## config.mk

```make
export PLATFORM = sky130hd
export DESIGN_NAME = bus_target_flat
export DESIGN_NICKNAME = d
export VERILOG_FILES = /design/src/rtl/bus_target_if.sv /design/src/rtl/bus_target.sv /design/src/flat_wrapper.sv
export SDC_FILE = /design/constraint.sdc
export NUM_CORES = 1
export LEC_CHECK = 0
export CORE_UTILIZATION = 41
export CTS_CLUSTER_DIAMETER = 200
export CTS_CLUSTER_SIZE = 30
export DETAILED_ROUTE_END_ITERATION = 8
export GPL_ROUTABILITY_DRIVEN = 0
export PLACE_DENSITY = 0.75
export SETUP_SLACK_MARGIN = 0.4
export SYNTH_ARGS = -nofsm -noshare
export SYNTH_HDL_FRONTEND = slang
export SYNTH_SLANG_ARGS = --single-unit
```

## constraint.sdc

```tcl
create_clock -name clk -period 1.7 [get_ports clk]
set_clock_uncertainty 0.05 [all_clocks]
set_input_delay 0.51 -clock clk [delete_from_list [all_inputs] [get_ports clk]]
set_output_delay 0.51 -clock clk [all_outputs]
set_load 0.005 [all_outputs]
```

## src/rtl/bus_target_if.sv

```systemverilog
`default_nettype none
// ============================================================================
// Module      : bus_target_if
// Description : Grouping of the 8-bit req/ack handshake bus between the CPU
//               bus master and the bus_target endpoint.
//               Signals:
//                 bus_handshake_req  master -> target  phase request
//                 bus_state[1:0]     master -> target  phase code
//                 bus_data_in[7:0]   master -> target  address / write byte
//                 bus_handshake_ack  target -> master  phase acknowledge
//                 bus_data_out[7:0]  target -> master  read byte
//                 bus_output_enable  target -> master  target drives the bus
//               Modports: master (bus master side), slave (bus_target side).
// Revision    : 1.0 - initial release
// ============================================================================
interface bus_target_if;
   logic       bus_handshake_req;
   logic [1:0] bus_state;
   logic [7:0] bus_data_in;
   logic       bus_handshake_ack;
   logic [7:0] bus_data_out;
   logic       bus_output_enable;

   modport master (
      output bus_handshake_req,
      output bus_state,
      output bus_data_in,
      input  bus_handshake_ack,
      input  bus_data_out,
      input  bus_output_enable
   );

   modport slave (
      input  bus_handshake_req,
      input  bus_state,
      input  bus_data_in,
      output bus_handshake_ack,
      output bus_data_out,
      output bus_output_enable
   );
endinterface
`default_nettype wire

```

## src/rtl/bus_target.sv

```systemverilog
`default_nettype none
// ============================================================================
// Module      : bus_target
// Description : Far-side endpoint of the 8-bit three-phase handshake bus.
//               Collects address low / address high bytes, then performs a
//               read or write on a variable-latency backing-memory port and
//               completes every phase with req/ack.
// Ports       :
//   clk               in   clock, rising edge
//   rst_n             in   asynchronous active-low reset
//   bus               slave modport of bus_target_if (req/state/data/ack/oe)
//   mem_req           out  memory access request, held until mem_ready
//   mem_we            out  1 = write, 0 = read
//   mem_addr[15:0]    out  {addr_hi, addr_lo}
//   mem_wdata[7:0]    out  write byte
//   mem_rdata[7:0]    in   read byte, valid with mem_ready
//   mem_ready         in   access completion
//   seq_err           out  sticky phase-order violation flag
// Config      : define BUS_TARGET_SYNC_EN to pass bus_handshake_req through a
//               2-flop synchronizer (all handshake latencies +2 cycles).
// Revision    : 1.0 - initial release
// ============================================================================
module bus_target (
   input  wire             clk,
   input  wire             rst_n,
   bus_target_if.slave     bus,
   output logic            mem_req,
   output logic            mem_we,
   output logic [15:0]     mem_addr,
   output logic [7:0]      mem_wdata,
   input  wire  [7:0]      mem_rdata,
   input  wire             mem_ready,
   output logic            seq_err
);

   localparam logic [1:0] c_PH_ADDR_LO = 2'b00;
   localparam logic [1:0] c_PH_ADDR_HI = 2'b01;
   localparam logic [1:0] c_PH_READ    = 2'b10;
   localparam logic [1:0] c_PH_WRITE   = 2'b11;

   typedef enum logic [1:0] {
      ST_IDLE  = 2'd0,
      ST_MEM   = 2'd1,
      ST_SETUP = 2'd2,
      ST_ACK   = 2'd3
   } state_t;

   // Phase-order tracker: which phase the master should issue next.
   typedef enum logic [1:0] {
      EXP_LO   = 2'd0,
      EXP_HI   = 2'd1,
      EXP_DATA = 2'd2
   } expect_t;

   state_t      r_state,     w_state_nxt;
   expect_t     r_expect,    w_expect_nxt;
   logic        r_ack,       w_ack_nxt;
   logic        r_oe,        w_oe_nxt;
   logic [7:0]  r_dout,      w_dout_nxt;
   logic        r_mem_req,   w_mem_req_nxt;
   logic        r_mem_we,    w_mem_we_nxt;
   logic [7:0]  r_addr_lo,   w_addr_lo_nxt;
   logic [7:0]  r_addr_hi,   w_addr_hi_nxt;
   logic [7:0]  r_wdata,     w_wdata_nxt;
   logic        r_seq_err,   w_seq_err_nxt;
   logic        w_req;

`ifdef BUS_TARGET_SYNC_EN
   // Two-flop synchronizer on the request; bus_state/bus_data_in are stable
   // by protocol while req is high, so they are sampled unsynchronized.
   logic [1:0] r_req_sync;

   always_ff @(posedge clk or negedge rst_n) begin
      if (!rst_n) begin
         r_req_sync <= 2'b00;
      end else begin
         r_req_sync <= {r_req_sync[0], bus.bus_handshake_req};
      end
   end

   assign w_req = r_req_sync[1];
`else
   assign w_req = bus.bus_handshake_req;
`endif

   // ------------------------------------------------------------------------
   // State and output registers
   // ------------------------------------------------------------------------
   always_ff @(posedge clk or negedge rst_n) begin
      if (!rst_n) begin
         r_state   <= ST_IDLE;
         r_expect  <= EXP_LO;
         r_ack     <= 1'b0;
         r_oe      <= 1'b0;
         r_dout    <= 8'h00;
         r_mem_req <= 1'b0;
         r_mem_we  <= 1'b0;
         r_addr_lo <= 8'h00;
         r_addr_hi <= 8'h00;
         r_wdata   <= 8'h00;
         r_seq_err <= 1'b0;
      end else begin
         r_state   <= w_state_nxt;
         r_expect  <= w_expect_nxt;
         r_ack     <= w_ack_nxt;
         r_oe      <= w_oe_nxt;
         r_dout    <= w_dout_nxt;
         r_mem_req <= w_mem_req_nxt;
         r_mem_we  <= w_mem_we_nxt;
         r_addr_lo <= w_addr_lo_nxt;
         r_addr_hi <= w_addr_hi_nxt;
         r_wdata   <= w_wdata_nxt;
         r_seq_err <= w_seq_err_nxt;
      end
   end

   // ------------------------------------------------------------------------
   // Next-state and next-output logic
   // ------------------------------------------------------------------------
   always_comb begin
      w_state_nxt   = r_state;
      w_expect_nxt  = r_expect;
      w_ack_nxt     = r_ack;
      w_oe_nxt      = r_oe;
      w_dout_nxt    = r_dout;
      w_mem_req_nxt = r_mem_req;
      w_mem_we_nxt  = r_mem_we;
      w_addr_lo_nxt = r_addr_lo;
      w_addr_hi_nxt = r_addr_hi;
      w_wdata_nxt   = r_wdata;
      w_seq_err_nxt = r_seq_err;

      case (r_state)
         ST_IDLE: begin
            // ack is always low in IDLE, so a req left over from the previous
            // phase cannot restart a phase before ack has been low a cycle.
            if (w_req && !r_ack) begin
               case (bus.bus_state)
                  c_PH_ADDR_LO: begin
                     w_addr_lo_nxt = bus.bus_data_in;
                     w_ack_nxt     = 1'b1;
                     w_state_nxt   = ST_ACK;
                     if (r_expect != EXP_LO) begin
                        w_seq_err_nxt = 1'b1;
                     end
                     w_expect_nxt = EXP_HI;
                  end
                  c_PH_ADDR_HI: begin
                     w_addr_hi_nxt = bus.bus_data_in;
                     w_ack_nxt     = 1'b1;
                     w_state_nxt   = ST_ACK;
                     if (r_expect != EXP_HI) begin
                        w_seq_err_nxt = 1'b1;
                     end
                     w_expect_nxt = EXP_DATA;
                  end
                  c_PH_READ: begin
                     w_mem_req_nxt = 1'b1;
                     w_mem_we_nxt  = 1'b0;
                     w_state_nxt   = ST_MEM;
                     if (r_expect != EXP_DATA) begin
                        w_seq_err_nxt = 1'b1;
                     end
                     w_expect_nxt = EXP_LO;
                  end
                  c_PH_WRITE: begin
                     w_wdata_nxt   = bus.bus_data_in;
                     w_mem_req_nxt = 1'b1;
                     w_mem_we_nxt  = 1'b1;
                     w_state_nxt   = ST_MEM;
                     if (r_expect != EXP_DATA) begin
                        w_seq_err_nxt = 1'b1;
                     end
                     w_expect_nxt = EXP_LO;
                  end
                  default: begin
                     w_state_nxt = ST_IDLE;
                  end
               endcase
            end
         end

         ST_MEM: begin
            if (r_mem_req && mem_ready) begin
               w_mem_req_nxt = 1'b0;
               if (r_mem_we) begin
                  w_ack_nxt   = 1'b1;
                  w_state_nxt = ST_ACK;
               end else begin
                  // Read data goes on the bus a full cycle before ack.
                  w_dout_nxt  = mem_rdata;
                  w_oe_nxt    = 1'b1;
                  w_state_nxt = ST_SETUP;
               end
            end
         end

         ST_SETUP: begin
            w_ack_nxt   = 1'b1;
            w_state_nxt = ST_ACK;
         end

         ST_ACK: begin
            if (!w_req) begin
               w_ack_nxt   = 1'b0;
               w_oe_nxt    = 1'b0;
               w_state_nxt = ST_IDLE;
            end
         end

         default: begin
            w_state_nxt = ST_IDLE;
         end
      endcase
   end

   assign bus.bus_handshake_ack = r_ack;
   assign bus.bus_data_out      = r_dout;
   assign bus.bus_output_enable = r_oe;
   assign mem_req               = r_mem_req;
   assign mem_we                = r_mem_we;
   assign mem_addr              = {r_addr_hi, r_addr_lo};
   assign mem_wdata             = r_wdata;
   assign seq_err               = r_seq_err;

endmodule
`default_nettype wire

```

## src/flat_wrapper.sv

```systemverilog
// flat-port wrapper written by rule: the top's interface ports become plain ports
module bus_target_flat 
  (clk, rst_n, mem_req, mem_we, mem_addr, mem_wdata, mem_rdata, mem_ready, seq_err, bus_bus_handshake_req, bus_bus_state, bus_bus_data_in, bus_bus_handshake_ack, bus_bus_data_out, bus_bus_output_enable);
  bus_target_if bus_i ();
  input  wire clk;
  input  wire rst_n;
  output logic mem_req;
  output logic mem_we;
  output logic [15:0] mem_addr;
  output logic [7:0] mem_wdata;
  input  wire  [7:0] mem_rdata;
  input  wire mem_ready;
  output logic seq_err;
  input wire logic [$bits(bus_i.bus_handshake_req)-1:0] bus_bus_handshake_req;
  input wire logic [$bits(bus_i.bus_state)-1:0] bus_bus_state;
  input wire logic [$bits(bus_i.bus_data_in)-1:0] bus_bus_data_in;
  output wire logic [$bits(bus_i.bus_handshake_ack)-1:0] bus_bus_handshake_ack;
  output wire logic [$bits(bus_i.bus_data_out)-1:0] bus_bus_data_out;
  output wire logic [$bits(bus_i.bus_output_enable)-1:0] bus_bus_output_enable;
  assign bus_i.bus_handshake_req = bus_bus_handshake_req;
  assign bus_i.bus_state = bus_bus_state;
  assign bus_i.bus_data_in = bus_bus_data_in;
  assign bus_bus_handshake_ack = bus_i.bus_handshake_ack;
  assign bus_bus_data_out = bus_i.bus_data_out;
  assign bus_bus_output_enable = bus_i.bus_output_enable;
  bus_target u_core (.clk(clk), .rst_n(rst_n), .bus(bus_i), .mem_req(mem_req), .mem_we(mem_we), .mem_addr(mem_addr), .mem_wdata(mem_wdata), .mem_rdata(mem_rdata), .mem_ready(mem_ready), .seq_err(seq_err));
endmodule
```

==> flow_metrics.env <==
export IMPL_ys_warnings_count=0
export IMPL_powerDensity_mw_per_mm2=577
export IMPL_synth_area_mm2=0.00181
export IMPL_place_port_buffers=58
export IMPL_tritoncts="done"
export IMPL_avgSynthCellArea_um2=13.5
export IMPL_antenna_found_initial=0
export IMPL_setup_viol_count_final=0
export IMPL_rr_startpoint="u_core.r_state[0]$_DFFE_PN0P_"
export IMPL_r2r_slack_ns=0.08
export IMPL_cp_start_kind="flop"
export IMPL_rr_endpoint="u_core.r_addr_lo[1]$_DFFE_PN0P_"
export IMPL_antenna_cells=0
export IMPL_grt_max_degree=26
export IMPL_fp_dieW_um=68.5
export IMPL_track_usage=0.229
export IMPL_power_frac_seq=0.538
export IMPL_vias_per_cell=5.08
export IMPL_drcViolationCount=0
export IMPL_pin_count=59
export IMPL_crit_fanout=5
export IMPL_max_freq_mhz=617
export IMPL_vias=1535
export IMPL_area_delta_synth_final_pct=72.8
export IMPL_combPwrFrac=0.057
export IMPL_clkPwrFrac=0.404
export IMPL_finalSetupTns_ns=0
export IMPL_place_hpwl_um=3250
export IMPL_syn_nets=159
export IMPL_numCtsBuffers=5
export IMPL_clock_latency_ns=0.30
export IMPL_ys_types=35
export IMPL_p_sw_uw=406
export IMPL_r2r_cells=6
export IMPL_drt_wl_total_um=5100
export IMPL_cts_root_buf="clkbuf_8"
export IMPL_ir_drop_v=0.000468
export IMPL_fp_dieArea_mm2=0.00469
export IMPL_power_mw=1.81
export IMPL_ant_nets=0
export IMPL_slowest_stage="dfrtp_1"
export IMPL_wl_per_cell_um=16.9
export IMPL_slew_viol_final=0
export IMPL_grt_pass1_vias=1549
export IMPL_cts_path_max_buffers=2
export IMPL_drive_gt1_frac=0.623
export IMPL_drt_first_pass_iters=4
export IMPL_netlist_instances=134
export IMPL_hold_buffers=0
export IMPL_path_clk_slew_ns=0.08
export IMPL_max_cap_violations=0
export IMPL_cp_cell_sequence="inv_2 -> ha_4 -> nor4b_4 -> buf_4 -> clkbuf_16 -> mux2_4"
export IMPL_ys_seq_area_frac=0.566
export IMPL_cts_sinks=41
export IMPL_worstHoldPathType="in2async"
export IMPL_critPathMaxStageDelay_ns=0.41
export IMPL_drtIter0Drc=49
export IMPL_cp_end_kind="flop"
export IMPL_finalNetCount=276
export IMPL_outcome="complete, no violations"
export IMPL_place_area_mm2=0.00269
export IMPL_h_tree_depth=2
export IMPL_finish_instance_area_mm2=0.00313
export IMPL_gr_total_overflow=0
export IMPL_grt_pass1_wl_um=7470
export IMPL_period_minus_slack_ns=1.62
export IMPL_core_area_mm2=0.00412
export IMPL_relSlewSlack=0.708
export IMPL_rsz0062_at_grt="true"
export IMPL_final_core_util=0.761
export IMPL_initial_core_util=0.441
export IMPL_worst_slew_pin_slew_ns=0.438
export IMPL_cp_required_ns=1.84
export IMPL_rows=23
export IMPL_ys_seq_elements=41
export IMPL_die_h_um=68.5
export IMPL_path_class="reg2reg"
export IMPL_worstPathArrival_ns=1.76
export IMPL_p_int_mw=1.40
export IMPL_swShare=0.224
export IMPL_power_leakage_nw=1.68
export IMPL_fin_crit_sh=0.953
export IMPL_finalHoldViolCount=0
## layout make-up
type	instances	area [um2]
clock buffers	7	96.3
clock inverters	1	8.76
fillers	246	982
inverters	6	22.5
multi-input cells	80	980
flip-flops and latches	41	1030
well taps	50	62.6
repair buffers	117	937
## cells by family after synthesis
kind of cell | synth area share
DFF | 0.566
muxes | 0.210
and+or+nand+nor | 0.0946
AOI/OAI and AO/OA | 0.0732
buffers and inverters | 0.0311
adders and majority gates | 0.0207
xor gates and xnor gates | 0.00483
## critical path: cells and delay by family (launching register included)
kind                     cells  cell delay, ns
buffers and inverters        3            0.38
adder cells (fa/ha/maj)      1            0.15
flip-flops                   1            0.41
AND/OR/NAND/NOR              1            0.22
multiplexers                 1            0.29
## power groups by stage
stage               sequential (mW)  clock, mW  combinational [mW]
floorplan                     0.994          0              0.0161
global placement              0.994          0               0.100
detailed placement            0.994          0               0.104
CTS                           0.974      0.743               0.105
global route                  0.974      0.784               0.113
finish                        0.974      0.732               0.104
## layer usage
metal | GRT usage | wire (um)
met5 | 0 | 0
met4 | 0.104 | 119
met3 | 0.0543 | 222
met2 | 0.388 | 2610
met1 | 0.274 | 2150
## cell usage after synthesis, drive strengths merged
| master | count | share of area |
|---|---|---|
| nor3 | 2 | 0.0055 |
| inv | 6 | 0.012 |
| nand2 | 6 | 0.012 |
| o211ai | 1 | 0.0041 |
| and4 | 1 | 0.0048 |
| nor4 | 1 | 0.0035 |
| a211oi | 1 | 0.0041 |
| nor4b | 1 | 0.013 |
| nand4b | 4 | 0.019 |
| and4b | 1 | 0.0055 |
| mux2 | 32 | 0.20 |
| nor2 | 2 | 0.0041 |
| buf | 2 | 0.0083 |
| a211o | 1 | 0.0048 |
| a21bo | 1 | 0.0055 |
| ha | 3 | 0.021 |
| mux2i | 2 | 0.011 |
| clkbuf | 5 | 0.010 |
| a21oi | 2 | 0.0055 |
| a22o | 1 | 0.0048 |
| a2111oi | 1 | 0.0048 |
| o32ai | 1 | 0.0048 |
| nor2b | 1 | 0.0035 |
| o22a | 1 | 0.0048 |
| nand3 | 1 | 0.0028 |
| and2 | 1 | 0.0035 |
| nand2b | 2 | 0.0083 |
| a21o | 4 | 0.017 |
| nand3b | 2 | 0.0083 |
| a21boi | 1 | 0.0041 |
| a41oi | 1 | 0.0048 |
| o31ai | 1 | 0.0041 |
| dfrtp | 41 | 0.57 |
| xor2 | 1 | 0.0048 |
## cells in the final DEF, fill, tap and decap left out, drive strengths merged, types with 3 or more instances in the layout
cell,synthesis,routed
buf,2,95
dfrtp,41,41
mux2,32,32
nand4b,4,4
clkdlybuf4s50,0,16
clkbuf,5,9
inv,6,7
nand2,6,6
dlygate4sd2,0,3
ha,3,3
a21o,4,4
## registers in the layout, indices dropped and copies added (netlist names)
| name | count |
|---|---|
| u_core.bus.bus_data_out | 8 |
| u_core.bus.bus_handshake_ack | 1 |
| u_core.bus.bus_output_enable | 1 |
| u_core.mem_req | 1 |
| u_core.mem_wdata | 8 |
| u_core.mem_we | 1 |
| u_core.r_addr_hi | 8 |
| u_core.r_addr_lo | 8 |
| u_core.r_expect | 2 |
| u_core.r_state | 2 |
| u_core.seq_err | 1 |
## what timing repair did
item | 4_1_cts | 5_1_grt
setup endpoints to repair | 78 | 78
setup buffers | 20 | 20
pin swaps | 13 | 6
resized for setup | 183 | 9
cloned | 1 | 1
## per-stage QoR
stage	setup WS [ns]	instances	hold WS, ns
5_1_grt	0.0298	302	0.110
3_5_place_dp	-0.458	252	0.416
2_1_floorplan	0.0126	134	0.164
6_report	0.0792	302	0.0911
3_3_place_gp	-0.414	252	0.397
4_1_cts	0.0525	281	0.101
## how the worst max path moves through the flow
stage / from / end / slack (ns)
finish: u_core.r_state[0]$_DFFE_PN0P_ / u_core.r_addr_lo[1]$_DFFE_PN0P_ / 0.08
global route: u_core.r_state[1]$_DFFE_PN0P_ / u_core.r_addr_lo[2]$_DFFE_PN0P_ / 0.03
CTS: u_core.bus.bus_handshake_ack$_DFFE_PN0P_ / u_core.r_addr_lo[1]$_DFFE_PN0P_ / 0.05
detailed placement: bus_bus_handshake_req / u_core.mem_wdata[5]$_DFFE_PN0P_ / -0.46
global placement: bus_bus_handshake_req / u_core.mem_wdata[5]$_DFFE_PN0P_ / -0.41
floorplan: bus_bus_state[1] / u_core.r_addr_lo[0]$_DFFE_PN0P_ / 0.01
Power figures use the tool's default switching activity.
